<file path="config.mk">
export PLATFORM = sky130hd
export DESIGN_NAME = i2c_scl_sched
export DESIGN_NICKNAME = d
export VERILOG_FILES = /design/src/rtl/i2c_sched_pkg.sv /design/src/rtl/i2c_qtr_timer.sv /design/src/rtl/i2c_scl_sched.sv
export SDC_FILE = /design/constraint.sdc
export NUM_CORES = 1
export LEC_CHECK = 0
export BUFFER_PORTS_ARGS = -buffer_cell sky130_fd_sc_hd__buf_2
export CORE_ASPECT_RATIO = 0.6
export CORE_UTILIZATION = 58
export DETAILED_ROUTE_END_ITERATION = 16
export HOLD_SLACK_MARGIN = 0.1
export PLACE_DENSITY = 0.8
export SETUP_SLACK_MARGIN = 0.5
export SKIP_LAST_GASP = 1
export SYNTH_ARGS = -nofsm -noshare
export SYNTH_HDL_FRONTEND = slang
export SYNTH_SLANG_ARGS = --single-unit
</file>
<file path="constraint.sdc">
create_clock -name clk -period 3.9 [get_ports clk]
set_clock_uncertainty 0.1 [all_clocks]
set_input_delay 0.39 -clock clk [delete_from_list [all_inputs] [get_ports clk]]
set_output_delay 0.39 -clock clk [all_outputs]
set_load 0.005 [all_outputs]
</file>
<file path="src/rtl/i2c_sched_pkg.sv">
// Shared definitions for the I2C SCL bit-timing scheduler.
//
// Contents:
//   sched_state_e  - 3-bit phase encoding (IDLE, LOW1, LOW2, HIGH1, HIGH2)
//   DIV_MIN        - smallest quarter-period divisor the scheduler will run with
//   *_DEF          - default parameter values for the scheduler and its timer
//   is_low_phase   - true for the two phases in which the master pulls SCL low
package i2c_sched_pkg;

  typedef enum logic [2:0] {
    ST_IDLE  = 3'd0,
    ST_LOW1  = 3'd1,
    ST_LOW2  = 3'd2,
    ST_HIGH1 = 3'd3,
    ST_HIGH2 = 3'd4
  } sched_state_e;

  localparam int DIV_MIN     = 2;
  localparam int DIV_W_DEF   = 16;
  localparam int DIV_RST_DEF = 125;
  localparam int TMO_W_DEF   = 20;

  // SCL is driven low during both halves of the low period only.
  function automatic logic is_low_phase(input sched_state_e s);
    return (s == ST_LOW1) || (s == ST_LOW2);
  endfunction

endpackage

</file>
<file path="src/rtl/i2c_qtr_timer.sv">
// Quarter-bit down-counter used to time each SCL phase.
//
// Ports:
//   clk, rst_n  - clock and asynchronous active-low reset
//   load        - load load_val this edge (phase entry); wins over en
//   load_val    - value loaded on phase entry (divisor minus one)
//   en          - count enable; low holds the current value (clock stretch)
//   phase_end   - high while the counter reads zero (last cycle of a phase)
module i2c_qtr_timer
  import i2c_sched_pkg::*;
#(
  parameter int CNT_W = DIV_W_DEF
) (
  input  logic             clk,
  input  logic             rst_n,
  input  logic             load,
  input  logic [CNT_W-1:0] load_val,
  input  logic             en,
  output logic             phase_end
);

  logic [CNT_W-1:0] cnt_q;
  logic [CNT_W-1:0] cnt_d;

  // Load on phase entry, otherwise count down and park at zero; the
  // scheduler only looks at phase_end while a timed phase is active.
  always_comb begin
    cnt_d = cnt_q;
    if (load) begin
      cnt_d = load_val;
    end else if (en && (cnt_q != '0)) begin
      cnt_d = cnt_q - CNT_W'(1);
    end
  end

  always_ff @(posedge clk or negedge rst_n) begin
    if (!rst_n) begin
      cnt_q <= '0;
    end else begin
      cnt_q <= cnt_d;
    end
  end

  assign phase_end = (cnt_q == '0);

endmodule

</file>
<file path="src/rtl/i2c_scl_sched.sv">
// I2C master SCL bit-timing scheduler.
//
// Each granted bit slot walks LOW1 -> LOW2 -> HIGH1 -> HIGH2, each phase one
// quarter period (div_q clk cycles). HIGH1 only counts once the synchronised
// SCL pin is seen high, so a stretching slave lengthens it.
//
// Ports:
//   clk, rst_n   - clock, asynchronous active-low reset
//   div_val      - new quarter-period divisor (clamped to DIV_MIN)
//   div_load     - load div_val; accepted only while IDLE
//   bit_req      - host bit-slot request, level held until bit_ack
//   bit_ack      - one-cycle grant pulse; the bit starts next cycle
//   abort        - synchronous abort: release SCL and return to IDLE
//   scl_in       - raw (asynchronous) SCL pin level
//   tmo_val      - stretch timeout in HIGH1 cycles (optional feature only)
//   scl_oe       - 1 = pull SCL low, 0 = release
//   data_tick    - pulse at mid-low, SDA may change
//   sample_tick  - pulse at mid-high, SDA is sampled
//   bit_done     - pulse on the last cycle of the bit
//   busy         - registered "not IDLE"
//   stretch_err  - sticky stretch-timeout flag
//
// Optional feature macro: I2C_SCL_STRETCH_TIMEOUT_EN adds the tmo_val port
// and the stretch timeout. Without it stretching waits forever and
// stretch_err is tied low.
module i2c_scl_sched
  import i2c_sched_pkg::*;
#(
  parameter int DIV_W   = DIV_W_DEF,
  parameter int DIV_RST = DIV_RST_DEF,
  parameter int TMO_W   = TMO_W_DEF
) (
  input  logic             clk,
  input  logic             rst_n,
  input  logic [DIV_W-1:0] div_val,
  input  logic             div_load,
  input  logic             bit_req,
  output logic             bit_ack,
  input  logic             abort,
  input  logic             scl_in,
`ifdef I2C_SCL_STRETCH_TIMEOUT_EN
  input  logic [TMO_W-1:0] tmo_val,
`endif
  output logic             scl_oe,
  output logic             data_tick,
  output logic             sample_tick,
  output logic             bit_done,
  output logic             busy,
  output logic             stretch_err
);

  sched_state_e     state_q;
  sched_state_e     state_d;
  logic [DIV_W-1:0] div_q;
  logic [DIV_W-1:0] div_d;
  logic             sync1_q;
  logic             sync1_d;
  logic             scl_s_q;
  logic             scl_s_d;
  logic             scl_oe_q;
  logic             scl_oe_d;
  logic             busy_q;
  logic             busy_d;

  logic             tmr_load;
  logic             tmr_en;
  logic             phase_end;
  logic             tmo_hit;

  i2c_qtr_timer #(
    .CNT_W(DIV_W)
  ) u_qtr_timer (
    .clk      (clk),
    .rst_n    (rst_n),
    .load     (tmr_load),
    .load_val (div_q - DIV_W'(1)),
    .en       (tmr_en),
    .phase_end(phase_end)
  );

`ifdef I2C_SCL_STRETCH_TIMEOUT_EN
  logic [TMO_W-1:0] tmo_cnt_q;
  logic [TMO_W-1:0] tmo_cnt_d;
  logic [TMO_W-1:0] tmo_inc;
  logic             stretch_err_q;
  logic             stretch_err_d;

  // Count HIGH1 cycles in which the slave still holds SCL low. The count
  // restarts on every HIGH1 entry; the error flag survives until the next
  // grant so the host can see why the previous bit vanished.
  always_comb begin
    tmo_inc       = tmo_cnt_q + TMO_W'(1);
    tmo_hit       = (state_q == ST_HIGH1) && !scl_s_q && (tmo_inc >= tmo_val);
    tmo_cnt_d     = tmo_cnt_q;
    stretch_err_d = stretch_err_q;
    if ((state_d == ST_HIGH1) && (state_q != ST_HIGH1)) begin
      tmo_cnt_d = '0;
    end else if ((state_q == ST_HIGH1) && !scl_s_q) begin
      tmo_cnt_d = tmo_inc;
    end
    if (bit_ack) begin
      stretch_err_d = 1'b0;
    end else if (tmo_hit) begin
      stretch_err_d = 1'b1;
    end
  end

  assign stretch_err = stretch_err_q;
`else
  assign tmo_hit     = 1'b0;
  assign stretch_err = 1'b0;
`endif

  // Next-state and strobe decode. Strobes come from the registered state and
  // the registered timer, so they are single clean pulses; bit_ack must
  // answer bit_req in the same cycle and is therefore decoded here too.
  always_comb begin
    state_d     = state_q;
    div_d       = div_q;
    sync1_d     = scl_in;
    scl_s_d     = sync1_q;
    bit_ack     = 1'b0;
    data_tick   = 1'b0;
    sample_tick = 1'b0;
    bit_done    = 1'b0;
    tmr_en      = 1'b1;

    unique case (state_q)
      ST_IDLE: begin
        if (div_load) begin
          div_d = (div_val < DIV_W'(DIV_MIN)) ? DIV_W'(DIV_MIN) : div_val;
        end
        if (bit_req) begin
          bit_ack = 1'b1;
          state_d = ST_LOW1;
        end
      end
      ST_LOW1: begin
        if (phase_end) begin
          data_tick = 1'b1;
          state_d   = ST_LOW2;
        end
      end
      ST_LOW2: begin
        if (phase_end) begin
          state_d = ST_HIGH1;
        end
      end
      ST_HIGH1: begin
        tmr_en = scl_s_q;
        if (tmo_hit) begin
          state_d = ST_IDLE;
        end else if (phase_end) begin
          sample_tick = 1'b1;
          state_d     = ST_HIGH2;
        end
      end
      ST_HIGH2: begin
        if (phase_end) begin
          bit_done = 1'b1;
          if (bit_req) begin
            bit_ack = 1'b1;
            state_d = ST_LOW1;
          end else begin
            state_d = ST_IDLE;
          end
        end
      end
      default: begin
        state_d = ST_IDLE;
      end
    endcase

    // Abort beats everything: no strobes this cycle, straight back to IDLE.
    if (abort) begin
      state_d     = ST_IDLE;
      bit_ack     = 1'b0;
      data_tick   = 1'b0;
      sample_tick = 1'b0;
      bit_done    = 1'b0;
    end

    tmr_load = (state_d != state_q) && (state_d != ST_IDLE);
    scl_oe_d = is_low_phase(state_d);
    busy_d   = (state_d != ST_IDLE);
  end

  // All scheduler state. The synchroniser resets to 1 to match an idle,
  // pulled-up bus.
  always_ff @(posedge clk or negedge rst_n) begin
    if (!rst_n) begin
      state_q       <= ST_IDLE;
      div_q         <= DIV_W'(DIV_RST);
      sync1_q       <= 1'b1;
      scl_s_q       <= 1'b1;
      scl_oe_q      <= 1'b0;
      busy_q        <= 1'b0;
`ifdef I2C_SCL_STRETCH_TIMEOUT_EN
      tmo_cnt_q     <= '0;
      stretch_err_q <= 1'b0;
`endif
    end else begin
      state_q       <= state_d;
      div_q         <= div_d;
      sync1_q       <= sync1_d;
      scl_s_q       <= scl_s_d;
      scl_oe_q      <= scl_oe_d;
      busy_q        <= busy_d;
`ifdef I2C_SCL_STRETCH_TIMEOUT_EN
      tmo_cnt_q     <= tmo_cnt_d;
      stretch_err_q <= stretch_err_d;
`endif
    end
  end

  assign scl_oe = scl_oe_q;
  assign busy   = busy_q;

endmodule

</file>
# ---- Word-level counts from Yosys, hierarchy flattened
# Cells that the tools add are included.
dict set report totals {
  reg_bits 39
  output_inout_bits 7
  word_cells 49
}
dict set report classes {
  magnitude_cmp 1
  muxes 23
  add_sub_neg 2
  eq_ne 7
  n_reduce_logical 9
}
# operator n
set ops {}
lappend ops {{two-way mux 16 bit} 3}
lappend ops {{subtractor 16 x 1 -> 16 bit (second input constant)} 2}
lappend ops {{two-way mux 3 bit} 6}
lappend ops {{logical NOT 16 bit} 1}
lappend ops {{less-than comparator 16 x 2 -> 1 bit (second input constant)} 1}
lappend ops {{nonzero test 16 bit} 1}
lappend ops {{one-hot mux 3 bit (5 select lines)} 1}
lappend ops {{two-way mux 1 bit} 12}
lappend ops {{== test 3 x 2 -> 1 bit (second input constant)} 3}
lappend ops {{== test 3 x 1 -> 1 bit (second input constant)} 2}
lappend ops {{== test 3 bit (second input constant)} 1}
lappend ops {{logical NOT 3 bit} 1}
lappend ops {{inequality test 3 bit} 1}
lappend ops {{nonzero test 3 bit} 1}
lappend ops {{logical AND 1 bit} 2}
lappend ops {{one-hot mux 1 bit (2 select lines)} 1}
lappend ops {{AND reduction 2 bit} 1}
lappend ops {{nonzero test 2 bit} 1}
lappend ops {{logical OR 1 bit} 1}

# ---- Logic depth before layout (Yosys ltp)
dict set report logic_depth {
  depth_word 7
  ltp_mapped 13
  ltp_nobuf 11
}

# ---- Hierarchy
# Synthesis repeated with hierarchy kept, for this count alone.
dict set report hier_totals {
  hier_cells 249
  area_unflattened_um2 2463.6
}
# mod cells_per_inst area_each_um2 instances
set by_module_without_submodules {}
lappend by_module_without_submodules {i2c_scl_sched 125 1400.1 1}
lappend by_module_without_submodules {i2c_qtr_timer 124 1063.5 1}

# ---- Worst setup path after synthesis
# Ideal clock, no wire load.
dict set report synth_path {
  path_kind {reg2reg}
  start {register u_qtr_timer.cnt_q[13]}
  end {register u_qtr_timer.cnt_q[14]}
  stages_incl_launch_ff 12
  n_path_buf 1
  t_required_ps 3674
  path_slack_ps 708
  period_less_slack_ps 3192
  t_arrival_ps 2966
  path_cell_list {dfrtp_1 -> or4_4 -> o22ai_1 -> o2111ai_4 -> buf_2 -> a21oi_1 -> ha_1 -> nor2b_1 -> nand2_1 -> a2111oi_1 -> xnor2_1 -> mux2i_1}
}
dict set report synth_between {
  elab_chain_len 7
  elab_cells_between_ends 16
  cone_classes {add/sub: 1; eq/ne: 1; mux: 8; reduce/logical: 6}
}
# element line_no
set synth_lines {}
lappend synth_lines {{from (decl)} i2c_qtr_timer.sv:22} ;# logic [CNT_W-1:0] cnt_q;
lappend synth_lines {{from (signal assigned)} i2c_qtr_timer.sv:40} ;# cnt_q <= cnt_d;
lappend synth_lines {{logical NOT 16 bit} i2c_qtr_timer.sv:44} ;# assign phase_end = (cnt_q == '0);
lappend synth_lines {{two-way mux 3 bit, on equally long branches} -}
lappend synth_lines {{one-hot mux 3 bit (5 select lines)} i2c_scl_sched.sv:128} ;# unique case (state_q)
lappend synth_lines {{two-way mux 3 bit} i2c_scl_sched.sv:175} ;# if (abort) begin
lappend synth_lines {{inequality test 3 bit or nonzero test 3 bit (tied branches)} i2c_scl_sched.sv:183} ;# tmr_load = (state_d != state_q) && (state_d != ST_IDLE);
lappend synth_lines {{logical AND 1 bit} i2c_scl_sched.sv:183}
lappend synth_lines {{two-way mux 16 bit or nonzero test 2 bit (tied branches)} -}
# Several ways; a longest one is shown, not always the timed one. The select of a mux whose other input is x is not followed.
# A chain may end at the register's enable or synchronous reset.

# ---- Worst setup path after layout
# Same ends and word-level chain as after synthesis.

==> results.json <==
{
  "drive_gt1_frac": 0.3012,
  "syn_to_final_growth_pct": 11.82,
  "synthTopCellsByArea": "dfrtp_1 33%, dfstp_2 9.0%, mux2_2 6.7%, xnor2_1 6.0%, mux2i_1 3.9%",
  "avgViaCountPerCell": 5.944,
  "rows": 17,
  "synth_nets": 253,
  "period_share": 0.8288,
  "tightest_slew_ps": 860.1,
  "dp_hpwl_um": 3648,
  "cap_viol_max_count": 0,
  "fin_cells": 306,
  "critical-path-max-stage-delay_ps": 560,
  "synth_top_area_share": 0.3316,
  "drc": 2,
  "path_cells": "or4_4 -> o22ai_1 -> o2111ai_4 -> mux2i_1 -> ha_1 -> nor2b_2 -> nand2_1 -> a2111oi_1 -> xnor2_1 -> mux2i_1",
  "slew_headroom": 0.4266,
  "synth-edff-count": 0,
  "setup_viol": 0,
  "htree_levels": 2,
  "antenna_found_initial": 0,
  "wl_um": 4933,
  "die_h_um": 51.20,
  "cts_buffers": 5,
  "clock-sinks": 39,
  "n_antenna_cell": 0,
  "grt_pass1_vias": 1680,
  "arrival_ps": 3300,
  "irDropWorstVdd_mv": 0.3236,
  "violations": "DRC",
  "firstDrtPassIters": 10,
  "grt_usage": 0.2551,
  "setup.worst_path.class": "reg2reg",
  "cts.clk_slew.worst_paths_ps": 70,
  "startpoint_type": "flop",
  "syn_avg_cell_area_um2": 10.17,
  "final_util": 0.6949,
  "synth-async-reset-ratio": 1.000,
  "netlist_area_um2": 2340,
  "yosysTopAreaCell": "dfrtp_1",
  "rsz0062_at_grt": "no",
  "syn_inst": 230,
  "slowest_stage": "or4_4",
  "min_path_type": "in2async",
  "critPathMaxFanout": 5,
  "post_drt_wl_per_cell_um": 16.12,
  "yosysSeqAreaShare": 0.4214,
  "ys.flop_type": "dfrtp_1",
  "cts-root-buf": "clkbuf_8",
  "grt_overflow": 0,
  "drt-initial-drc-count": 108,
  "fin_crit_ps": 3232,
  "clock_latency_ps": 300,
  "grt_pass1_wl_um": 8190,
  "fmaxAchievable_mhz": 309.4,
  "die_area_um2": 4301,
  "setup_tns_ps": 0,
  "fp.coreArea_um2": 3765,
  "port_buffers": 27,
  "nFillCells": 293,
  "ant_nets": 0,
  "synth_seq_cells": 39,
  "die_w_um": 84.00,
  "maxSlewViolCount": 0,
  "whs_ps": 101.1,
  "start_util": 0.6215,
  "cellLeakagePower_nw": 1.076,
  "crit_top_cell": "mux2i_1",
  "power_per_cell_area_nw_per_um2": 509.5,
  "ys_warn_count": 0,
  "power.total_mw": 1.333,
  "clockBufferDepth": 2,
  "nets": 281,
  "critPathCaptureType": "flop",
  "cp.required_ps": 3970,
  "num_vias": 1819,
  "hold_violations": 0,
  "cts_tree": "done",
  "outcome": "finished, violations left",
  "placed_cells": 295,
  "io_pins": 29,
  "place.gp.congestion": 0.8606,
  "grt_max_degree": 40,
  "synth_cell_types": 49
}
## worst max-delay path, delay by kind of cell, from the launching register on
| kind | cells | cell delay [ps] |
|---|---|---|
| simple gates | 3 | 970 |
| mux | 2 | 310 |
| compound gates | 3 | 920 |
| fa+ha+maj | 1 | 220 |
| xor+xnor | 1 | 180 |
| flops | 1 | 400 |
## stage by stage
step	setup slack, ps	cell area (um2)
4_1_cts	560.6	2599
5_1_grt	512.1	2616
3_3_place_gp	730.3	2497
2_1_floorplan	707.8	2340
3_5_place_dp	655.9	2497
6_report	667.8	2616
## state kept, by name (all words and copies together), names as in the netlist
name	flops
busy	1
scl_s_q	1
scl_oe	1
scl_s_d	1
u_qtr_timer.cnt_q	16
state_q	3
div_q	16
## cell families (layout without fill, tap and decap cells)
logic type	Yosys count	in the layout	share of synthesized area
buffers and inverters	18	47	0.04010
XOR/XNOR	26	26	0.09732
other	1	1	0.001603
AND/OR/NAND/NOR	84	84	0.2198
AO/OA/AOI/OAI	38	38	0.1086
multiplexers	23	23	0.1059
adder cells (fa/ha/maj)	1	1	0.005347
flip-flops	39	39	0.4214
## routing by layer
metal / track usage / vias to the layer above / share of wire
met5: 0 / - / 0
met4: 0.09483 / 0 / 0.012
met3: 0.05493 / 7 / 0.060
met2: 0.3716 / 43 / 0.44
met1: 0.3740 / 878 / 0.49
li1: - / 891 / -
## cells in the mapped netlist (5+ instances only)
cell type,n
a211oi_1,5
dfstp_2,8
xnor2_1,16
mux2i_1,9
nor2_1,19
mux2_2,14
nand3_1,7
a21oi_1,15
or3_1,6
o21ai_0,5
nor3_1,8
buf_2,6
dfrtp_1,31
xor2_1,10
nand2_1,9
## where the power goes
part	switching (mW)	leakage [nW]	internal (mW)
clock network	0.139	0.0482	0.143
logic	0.188	0.576	0.204
registers	0.133	0.452	0.526
## final cells by class
type / instances / area [um2] / share of cell area
flip-flops and latches: 39 / 985.9 / 0.3769
repair buffers: 35 / 197.7 / 0.07556
multi-input cells: 173 / 1267 / 0.4845
well taps: 47 / 58.81 / 0.02248
inverters: 4 / 15.01 / 0.005739
clock inverters: 1 / 5.005 / 0.001913
clock buffers: 7 / 86.33 / 0.03300
## cells in the final DEF (no fill, tap or decap), types with 3 or more instances in the layout
cell,count
dfrtp_1,31
or2_2,3
nor2_1,19
a211oi_1,5
nor3_1,8
nor4_1,3
mux2i_1,9
inv_1,4
mux2_2,14
xor2_1,10
buf_2,27
o21ai_0,5
a31oi_1,3
dfstp_2,8
nand4_1,4
nand2_1,9
nor4_2,3
nand3_1,7
nand4b_1,3
or3_1,6
buf_4,7
a21oi_1,15
xnor2_1,16
nor2b_1,3
clkbuf_8,6
## path summary, 6_finish.rpt
kind	slack (ps)	cells after the start	end	start
worst max-delay path	670	10	u_qtr_timer.cnt_q[14]	u_qtr_timer.cnt_q[13]
worst min-delay path	100	1	scl_oe	rst_n
worst max register to register	670	10	u_qtr_timer.cnt_q[14]	u_qtr_timer.cnt_q[13]
worst min register to register	260	0	scl_s_q	scl_s_d
max in group asynchronous	3060	1	u_qtr_timer.cnt_q[14]	rst_n
min in group clk	220	3	div_q[0]	div_val[0]
## repair_timing
action | CTS | global route
gates resized for setup | 0 | 1
buffers inserted | 0 | 2
endpoints found under the hold margin | 1 | 0
setup endpoints to repair | 0 | 2
hold buffers | 1 | 0
Power figures use the tool's default switching activity.
